$ cat config.mk
export PLATFORM = sky130hd
export DESIGN_NAME = hazard_stall_ctrl
export DESIGN_NICKNAME = d
export VERILOG_FILES = /design/src/rtl/hazard_stall_ctrl.sv
export SDC_FILE = /design/constraint.sdc
export NUM_CORES = 1
export LEC_CHECK = 0
export BUFFER_PORTS_ARGS = -buffer_cell sky130_fd_sc_hd__buf_2
export CAP_MARGIN = 20
export CORE_UTILIZATION = 51
export DETAILED_ROUTE_END_ITERATION = 12
export PLACE_DENSITY = 0.91
export SLEW_MARGIN = 20
export SYNTH_ARGS = -nofsm -noshare
export SYNTH_HDL_FRONTEND = slang
export SYNTH_SLANG_ARGS = --single-unit
$ cat constraint.sdc
create_clock -name clock -period 3.35 [get_ports clock]
set_input_delay 0.1675 -clock clock [delete_from_list [all_inputs] [get_ports clock]]
set_output_delay 0.1675 -clock clock [all_outputs]
set_load 0.05 [all_outputs]
$ cat src/rtl/hazard_stall_ctrl.sv
// Pipeline sequencing controller: load-use stall, mult/div handshake with timeout, branch squash, stall counter.
// Optional build macro SW_DATA_BYPASS_EN: store data register hazards are covered by the M->W bypass.
module hazard_stall_ctrl #(
  parameter int MD_TIMEOUT = 40,
  parameter int CNT_W      = 32
) (
  input  logic             clock,
  input  logic             reset,
  input  logic [31:0]      fd_insn,
  input  logic [31:0]      dx_insn,
  input  logic             br_taken,
  input  logic             md_ready,
  output logic             pc_en,
  output logic             fd_en,
  output logic             fd_flush,
  output logic             dx_bubble,
  output logic             xm_en,
  output logic             md_ctrl_mult,
  output logic             md_ctrl_div,
  output logic             md_busy,
  output logic             md_result_valid,
  output logic             md_timeout,
  output logic [CNT_W-1:0] stall_cycles
);

  typedef enum logic [0:0] {IDLE = 1'b0, WAIT = 1'b1} md_state_t;

  localparam logic [4:0] OP_RTYPE = 5'b00000;
  localparam logic [4:0] OP_LW    = 5'b01000;
  localparam logic [4:0] OP_SW    = 5'b00111;
  localparam logic [4:0] OP_BNE   = 5'b00010;
  localparam logic [4:0] OP_BLT   = 5'b00110;
  localparam logic [4:0] ALU_MUL  = 5'b00110;
  localparam logic [4:0] ALU_DIV  = 5'b00111;
  localparam logic [5:0] TO_LAST  = 6'(MD_TIMEOUT - 1);
  localparam logic [CNT_W-1:0] CNT_ONE = {{(CNT_W-1){1'b0}}, 1'b1};

  md_state_t   state;
  md_state_t   state_nxt;
  logic [5:0]  wait_cnt;
  logic [5:0]  wait_cnt_nxt;

  logic [4:0] fd_op, fd_rd, fd_rs, fd_rt;
  logic [4:0] dx_op, dx_rd, dx_aluop;
  logic       fd_sw, src2_valid;
  logic [4:0] fd_src2;
  logic       dx_mul, dx_div, dx_md;
  logic       match_src1, match_src2, load_use;
  logic       unused_bits;

  assign fd_op    = fd_insn[31:27];
  assign fd_rd    = fd_insn[26:22];
  assign fd_rs    = fd_insn[21:17];
  assign fd_rt    = fd_insn[16:12];
  assign dx_op    = dx_insn[31:27];
  assign dx_rd    = dx_insn[26:22];
  assign dx_aluop = dx_insn[6:2];
  assign unused_bits = ^{fd_insn[11:0], dx_insn[21:7], dx_insn[1:0]};

  assign fd_sw      = (fd_op == OP_SW);
  assign src2_valid = (fd_op == OP_RTYPE) | fd_sw | (fd_op == OP_BNE) | (fd_op == OP_BLT);
  assign fd_src2    = (fd_op == OP_RTYPE) ? fd_rt : fd_rd;

  assign dx_mul = (dx_op == OP_RTYPE) & (dx_aluop == ALU_MUL);
  assign dx_div = (dx_op == OP_RTYPE) & (dx_aluop == ALU_DIV);
  assign dx_md  = dx_mul | dx_div;

  assign match_src1 = (dx_op == OP_LW) & (dx_rd != 5'd0) & (dx_rd == fd_rs);
  assign match_src2 = (dx_op == OP_LW) & (dx_rd != 5'd0) & src2_valid & (dx_rd == fd_src2);

`ifdef SW_DATA_BYPASS_EN
  // A store whose only conflict is its data register gets the value from the M->W bypass.
  assign load_use = match_src1 | (match_src2 & ~fd_sw);
`else
  assign load_use = match_src1 | match_src2;
`endif

  // State register and mult/div wait counter.
  always_ff @(posedge clock or negedge reset) begin
    if (!reset) begin
      state    <= IDLE;
      wait_cnt <= 6'd0;
    end else begin
      state    <= state_nxt;
      wait_cnt <= wait_cnt_nxt;
    end
  end

  // Next-state and pipeline enable decode; reset forces every output to its idle value.
  always_comb begin
    state_nxt       = state;
    wait_cnt_nxt    = wait_cnt;
    pc_en           = 1'b1;
    fd_en           = 1'b1;
    xm_en           = 1'b1;
    fd_flush        = 1'b0;
    dx_bubble       = 1'b0;
    md_ctrl_mult    = 1'b0;
    md_ctrl_div     = 1'b0;
    md_busy         = 1'b0;
    md_result_valid = 1'b0;
    md_timeout      = 1'b0;
    if (!reset) begin
      state_nxt    = IDLE;
      wait_cnt_nxt = 6'd0;
    end else begin
      case (state)
        IDLE: begin
          if (dx_md) begin
            md_ctrl_mult = dx_mul;
            md_ctrl_div  = dx_div;
            pc_en        = 1'b0;
            fd_en        = 1'b0;
            xm_en        = 1'b0;
            state_nxt    = WAIT;
            wait_cnt_nxt = 6'd0;
          end else if (br_taken) begin
            fd_flush  = 1'b1;
            dx_bubble = 1'b1;
          end else if (load_use) begin
            pc_en     = 1'b0;
            fd_en     = 1'b0;
            dx_bubble = 1'b1;
          end else begin
            state_nxt = IDLE;
          end
        end
        WAIT: begin
          // Branches cannot legally resolve while execute is held, so br_taken is ignored here.
          if (md_ready) begin
            md_result_valid = 1'b1;
            state_nxt       = IDLE;
          end else if (wait_cnt == TO_LAST) begin
            md_busy    = 1'b1;
            md_timeout = 1'b1;
            state_nxt  = IDLE;
          end else begin
            md_busy      = 1'b1;
            pc_en        = 1'b0;
            fd_en        = 1'b0;
            xm_en        = 1'b0;
            wait_cnt_nxt = wait_cnt + 6'd1;
          end
        end
        default: begin
          state_nxt    = IDLE;
          wait_cnt_nxt = 6'd0;
        end
      endcase
    end
  end

  // Saturating count of cycles in which the PC was held.
  always_ff @(posedge clock or negedge reset) begin
    if (!reset) begin
      stall_cycles <= '0;
    end else if (!pc_en && (stall_cycles != {CNT_W{1'b1}})) begin
      stall_cycles <= stall_cycles + CNT_ONE;
    end else begin
      stall_cycles <= stall_cycles;
    end
  end

endmodule

# After elaboration in Yosys (flattened, before gate mapping)
# Index checks and enable logic that the tools add are counted.
# word_totals
register_bits,39
latch_bits,0
ramBits,0
romBits,0
output_inout_bits,42
wordCells,81
mem_count,0
# op_classes
addsub,2
n_mul,0
n_div,0
n_lt_le_gt_ge,0
eq_ne,13
shifts,0
n_mux,45
bitwise_logic,12
reduce_logical,6
# ops
op,count
1-bit 2-to-1 mux,36
"32-bit by 1-bit adder with 32-bit output, second input constant",1
"32-bit != test, second input constant",1
6-bit 2-to-1 mux,4
"5-bit by 3-bit == test with 1-bit output, second input constant",4
6-bit one-hot mux with 2 select lines,1
5-bit == test,2
5-bit zero test,2
"3-bit != test, second input constant",3
"6-bit by 1-bit adder with 6-bit output, second input constant",1
1-bit AND,6
"6-bit == test, second input constant",1
1-bit one-hot mux with 2 select lines,3
"5-bit by 2-bit == test with 1-bit output, second input constant",1
"5-bit by 4-bit == test with 1-bit output, second input constant",1
5-bit 2-to-1 mux,1
1-bit OR,5
5-bit nonzero test,1
3-bit AND reduction,1
1-bit logical AND,1
1-bit zero test,1
1-bit inverter,1

# Depth between registers and ports, before layout
# depth
word_depth,14
mapped_depth,9
ltp_nobuf,8

# Worst setup path after synthesis
# Ideal clock, no wire load.
# synth_timing
path_type,reg2out
from,register wait_cnt[0]
to,output pc_en
t_arrival_ns,3.258
setup_slack_ns,-0.076
stages_incl_launch_ff,9
cell_sequence,dfrtp_1 -> ha_1 -> and4b_1 -> a211oi_1 -> o21ai_0 -> o21ai_0 -> a21oi_2 -> buf_2 -> buf_4
# synth_via
elab_chain_len,5
# synth_lines
item,line,source
start: declaration,40,logic [5:0] wait_cnt;
start signal: assignment,85,wait_cnt <= wait_cnt_nxt;
6-bit == test,133,end else if (wait_cnt == TO_LAST) begin
1-bit 2-to-1 mux (2 in a row),n/a,
1-bit one-hot mux with 2 select lines,n/a,
1-bit 2-to-1 mux,n/a,
end: declaration,13,"output logic pc_en,"
# No other way between the ends.

# Worst setup path after layout
# layout_timing
from,register wait_cnt[0]
to,output fd_en
# layout_via
elab_chain_len,5
# layout_lines
item,line,source
6-bit == test,133,
1-bit 2-to-1 mux,133,
1-bit 2-to-1 mux,130,if (md_ready) begin
1-bit one-hot mux with 2 select lines,107,case (state)
1-bit 2-to-1 mux,103,if (!reset) begin
end: declaration,14,"output logic fd_en,"
# No other way between the ends.

==> metrics.md <==
| Metric | Value |
|---|---|
| Run status | complete, but fails checks |
| Violated checks | design-rule violations |
| Met1 routed wirelength after detailed routing | 2600 um |
| Period utilization | 0.784 |
| Adder-cell share of the synthesized area | 0.0103 |
| Floorplan Core Area | 0.00447 mm^2 |
| Share of synthesized flip-flops with an asynchronous set or reset | 1.00 |
| Start point of the worst hold path | md_ready |
| Flip-flop and latch count after synthesis | 39 |
| Die Width | 71.0 um |
| Initial standard-cell utilization of the core | 0.543 |
| Critical path's largest stage delay | 0.39 ns |
| Wire length of the first global-routing pass | 10100 um |
| Worst-Margin Slew | 0.804 ns |
| Total setup violations reported at the end of the flow | 0 |
| Number of clock sinks | 39 |
| Post-CTS setup buffer count | 0 |
| Cell class contributing the biggest share of worst-path delay | buffers and inverters |
| Data required time of the critical path | 3.18 ns |
| Number of top-level pins | 110 |
| Routed Antenna Nets | 0 |
| Critical path class | register to output port |
| Uppermost layer routed | met4 |
| Aggregate global routing overflow | 0 |
| Number of fill cells in the layout | 340 |
| Port buffer count | 80 |
| Clock Latency Late Sink | 0.29 ns |
| Diode count | 0 |
| Count of TritonRoute iterations in the first routing pass | 9 |
| Initial antenna violation count | 0 |
| Routed via count | 2354 |
| Met2 wire length | 2850 um |
| Post-route DRC violation count | 2 |
| Critical Path AT | 2.46 ns |
| TritonCTS clock tree | done |
| Cells along the critical path | ha_1 > and4b_1 > a211oi_1 > o21ai_1 > o21ai_0 > a21oi_2 > buf_4 > buf_2 |
| Max IR drop VDD | 0.000275 V |
| Final net count | 420 |
| Layout area overhead | 24.3% |
| Maximum number of pins on one net before global-route repair | 45 |
| Syn. warnings | 0 |
| Buf+Inv Stages, Crit Path | 2 |
| Capturing point of the worst reg2reg path | stall_cycles[23]$_DFFE_PN0P_ |
| Number of global-route vias before repair | 2256 |
| Maximum fanout along the worst path | 33 |
| Placed Area | 0.00287 mm^2 |
| Number of instances in the synthesized netlist | 267 |
| GR Util All Layers | 0.250 |
| Highest attainable clock frequency | 381 MHz |
| EDFF count, synth | 0 |
| Weighted congestion reported at the end of routability-driven placement | 0.800 |
| R2R setup slack | 0.74 ns |
| Cell area after layout | 0.00302 mm^2 |
| Number of rows created at floorplan | 24 |
| Yosys top cell by area | sky130_fd_sc_hd__dfrtp_1 |
| Number of violations of the max-capacitance limit | 0 |
| Post-Synthesis Net Count | 337 |
| Share of the synthesized area in compound gates (AO/OA/AOI/OAI) | 0.0784 |
| Quantity of gates resized following cts | 0 |
| Area occupied by registers | 976 um^2 |
| Tmin final | 2.63 ns |
| Part of the Yosys area used for sequential elements | 0.402 |
| Multi-input gate area | 0.00136 mm^2 |
| Crit-path slowest cell | sky130_fd_sc_hd__dfrtp_1 |
| Total wirelength of the detailed-routed design | 5890 um |
| Number of H-tree levels | 2 |
| Xor and xnor area share after synthesis | 0.144 |
| Most used standard cells in the synthesized netlist | sky130_fd_sc_hd__dfrtp_1 (39), sky130_fd_sc_hd__xor2_1 (34), sky130_fd_sc_hd__nor2_1 (22) |
| Clock transition at the registers of the reported paths | 0.07 ns |
| Count of non-filler cells in the finished layout | 403 |
| Root buf cell | sky130_fd_sc_hd__clkbuf_8 |
| Unique cell type count in the Yosys netlist | 45 |
| Height of the die | 71.0 um |
| RSZ-0062 raised after global routing | no |
| Startpoint of the worst register-to-register path | stall_cycles[4]$_DFFE_PN0P_ |
| Largest cells by area after synthesis | sky130_fd_sc_hd__dfrtp_1 (40%), sky130_fd_sc_hd__xor2_1 (12%), sky130_fd_sc_hd__nor3_1 (3.7%) |
| Nature of the critical path endpoint | output port |
| Number of max-slew violations in the final report | 0 |
| Share of the synthesized area in the top cell type | 0.402 |
| Per-instance average area after synthesis | 9.09 um^2 |
| Post-DP HPWL | 4400 um |
| Hold Fails Final Rpt | 0 |
| Average vias per placed instance | 5.84 |
| Number of buffers created by CTS | 5 |
| Wire length on met3 | 276 um |
| Mapped cell area | 0.00243 mm^2 |
| Routed length per placed instance | 14.6 um |
| Most numerous cell in the Yosys netlist | sky130_fd_sc_hd__dfrtp_1 |
| Final setup TNS | 0 ns |
| Endpoint, Worst Hold | wait_cnt[0]$_DFFE_PN0P_ |
| Area fraction in and, or, nand and nor cells after synthesis | 0.323 |
| Clock Tree Buf Depth | 2 |
| Cell count after placement | 394 |
| Leading register cell type out of synthesis | sky130_fd_sc_hd__dfrtp_1 |
| Max_slew headroom | 0.462 |
| Die area | 0.00504 mm^2 |
| Cell depth of the worst min-delay path | 4 |
| Startpoint Class | register |
| Share of final-layout standard cells stronger than drive strength 1 | 0.288 |
| Multiplexer area fraction after synthesis | 0.00464 |
| Main combinational cell family by area after synthesis | simple AND/OR/NAND/NOR gates |
| Power per cell area | 383 mW/mm^2 |
| Static Leak | 0.00152 uW |
| Depth of the most critical reg-to-reg path | 7 |
| 1st-iter DRT viols | 160 |
| Skew final | 0.00513 ns |
| Class of the worst hold path | primary input to register |
-- cell usage in the layout (no fill, tap or decap), drive strengths merged, types with 4 or more instances in the layout --
master and count:
xor2 34, a21oi 7, nor3b 4, nand4 12, and2 6, nor2b 8, nor4 10, inv 11
nor3 18, clkbuf 6, dfrtp 39, nand2 18, nor2 22, and3 9, o21ai 10, buf 84
nand3 16, xnor2 6
-- stage by stage --
step / utilization / total power [uW] / hold slack (ns) / worst slack, ns
after floorplan: - / 631 / -0.128 / 0.406
final: 0.674 / 1150 / 0.245 / 0.723
after CTS: 0.674 / 1160 / 0.245 / 0.738
after detailed placement: 0.642 / 704 / 0.301 / 0.560
after global placement: 0.642 / 698 / 0.303 / 0.637
after global routing: 0.674 / 1200 / 0.291 / 0.562
-- layout make-up --
| cell class | count | area share |
|---|---|---|
| flip-flops and latches | 39 | 0.324 |
| clock buffers | 6 | 0.0241 |
| clock inverters | 2 | 0.0199 |
| inverters | 11 | 0.0137 |
| repair buffers | 85 | 0.146 |
| multi-input cells | 208 | 0.451 |
| well taps | 52 | 0.0216 |
-- layer usage --
layer	vias to the layer above	global-route usage
met2	79	0.402
li1	1119	-
met1	1139	0.324
met3	17	0.0513
met5	-	0
met4	0	0.124
-- power breakdown --
group	leakage [uW]	internal, uW	switching, uW
clock network	0.0000654	298	161
registers	0.000512	488	21.9
logic	0.000938	56.5	129
-- worst min-delay path: stages --
cell,delay [ns]
sky130_fd_sc_hd__buf_2,0.13
sky130_fd_sc_hd__nor2_1,0.08
sky130_fd_sc_hd__nand2_1,0.06
sky130_fd_sc_hd__o21ai_0,0.06
-- how the worst max path moves through the flow --
stage               cells after the start                          end                     from
floorplan                               8                        pc_en  wait_cnt[0]$_DFFE_PN0P_
finish                                  8                        fd_en  wait_cnt[0]$_DFFE_PN0P_
CTS                                     8                        fd_en              fd_insn[31]
global placement                        9  stall_cycles[1]$_DFFE_PN0P_              fd_insn[31]
global route                            8                        pc_en  wait_cnt[0]$_DFFE_PN0P_
detailed placement                      9  stall_cycles[1]$_DFFE_PN0P_              fd_insn[31]
-- flip-flops by register name, summed over array words and instances (netlist names) --
name / flops
stall_cycles: 32
state: 1
wait_cnt: 6
-- repair_timing --
item | 4_1_cts | 5_1_grt
endpoints found under the setup margin | 0 | 0
hold buffers | 1 | 0
endpoints found under the hold margin | 39 | 0
-- cells by family (layout without fill, tap and decap cells) --
family | count (synthesis) | in the layout
AND/OR/NAND/NOR | 136 | 136
XOR/XNOR | 40 | 40
flip-flops | 39 | 39
AO/OA/AOI/OAI | 29 | 29
buffers and inverters | 20 | 104
adder cells (fa/ha/maj) | 2 | 2
multiplexers | 1 | 1
Note: power is estimated with default switching activity, not from simulation.
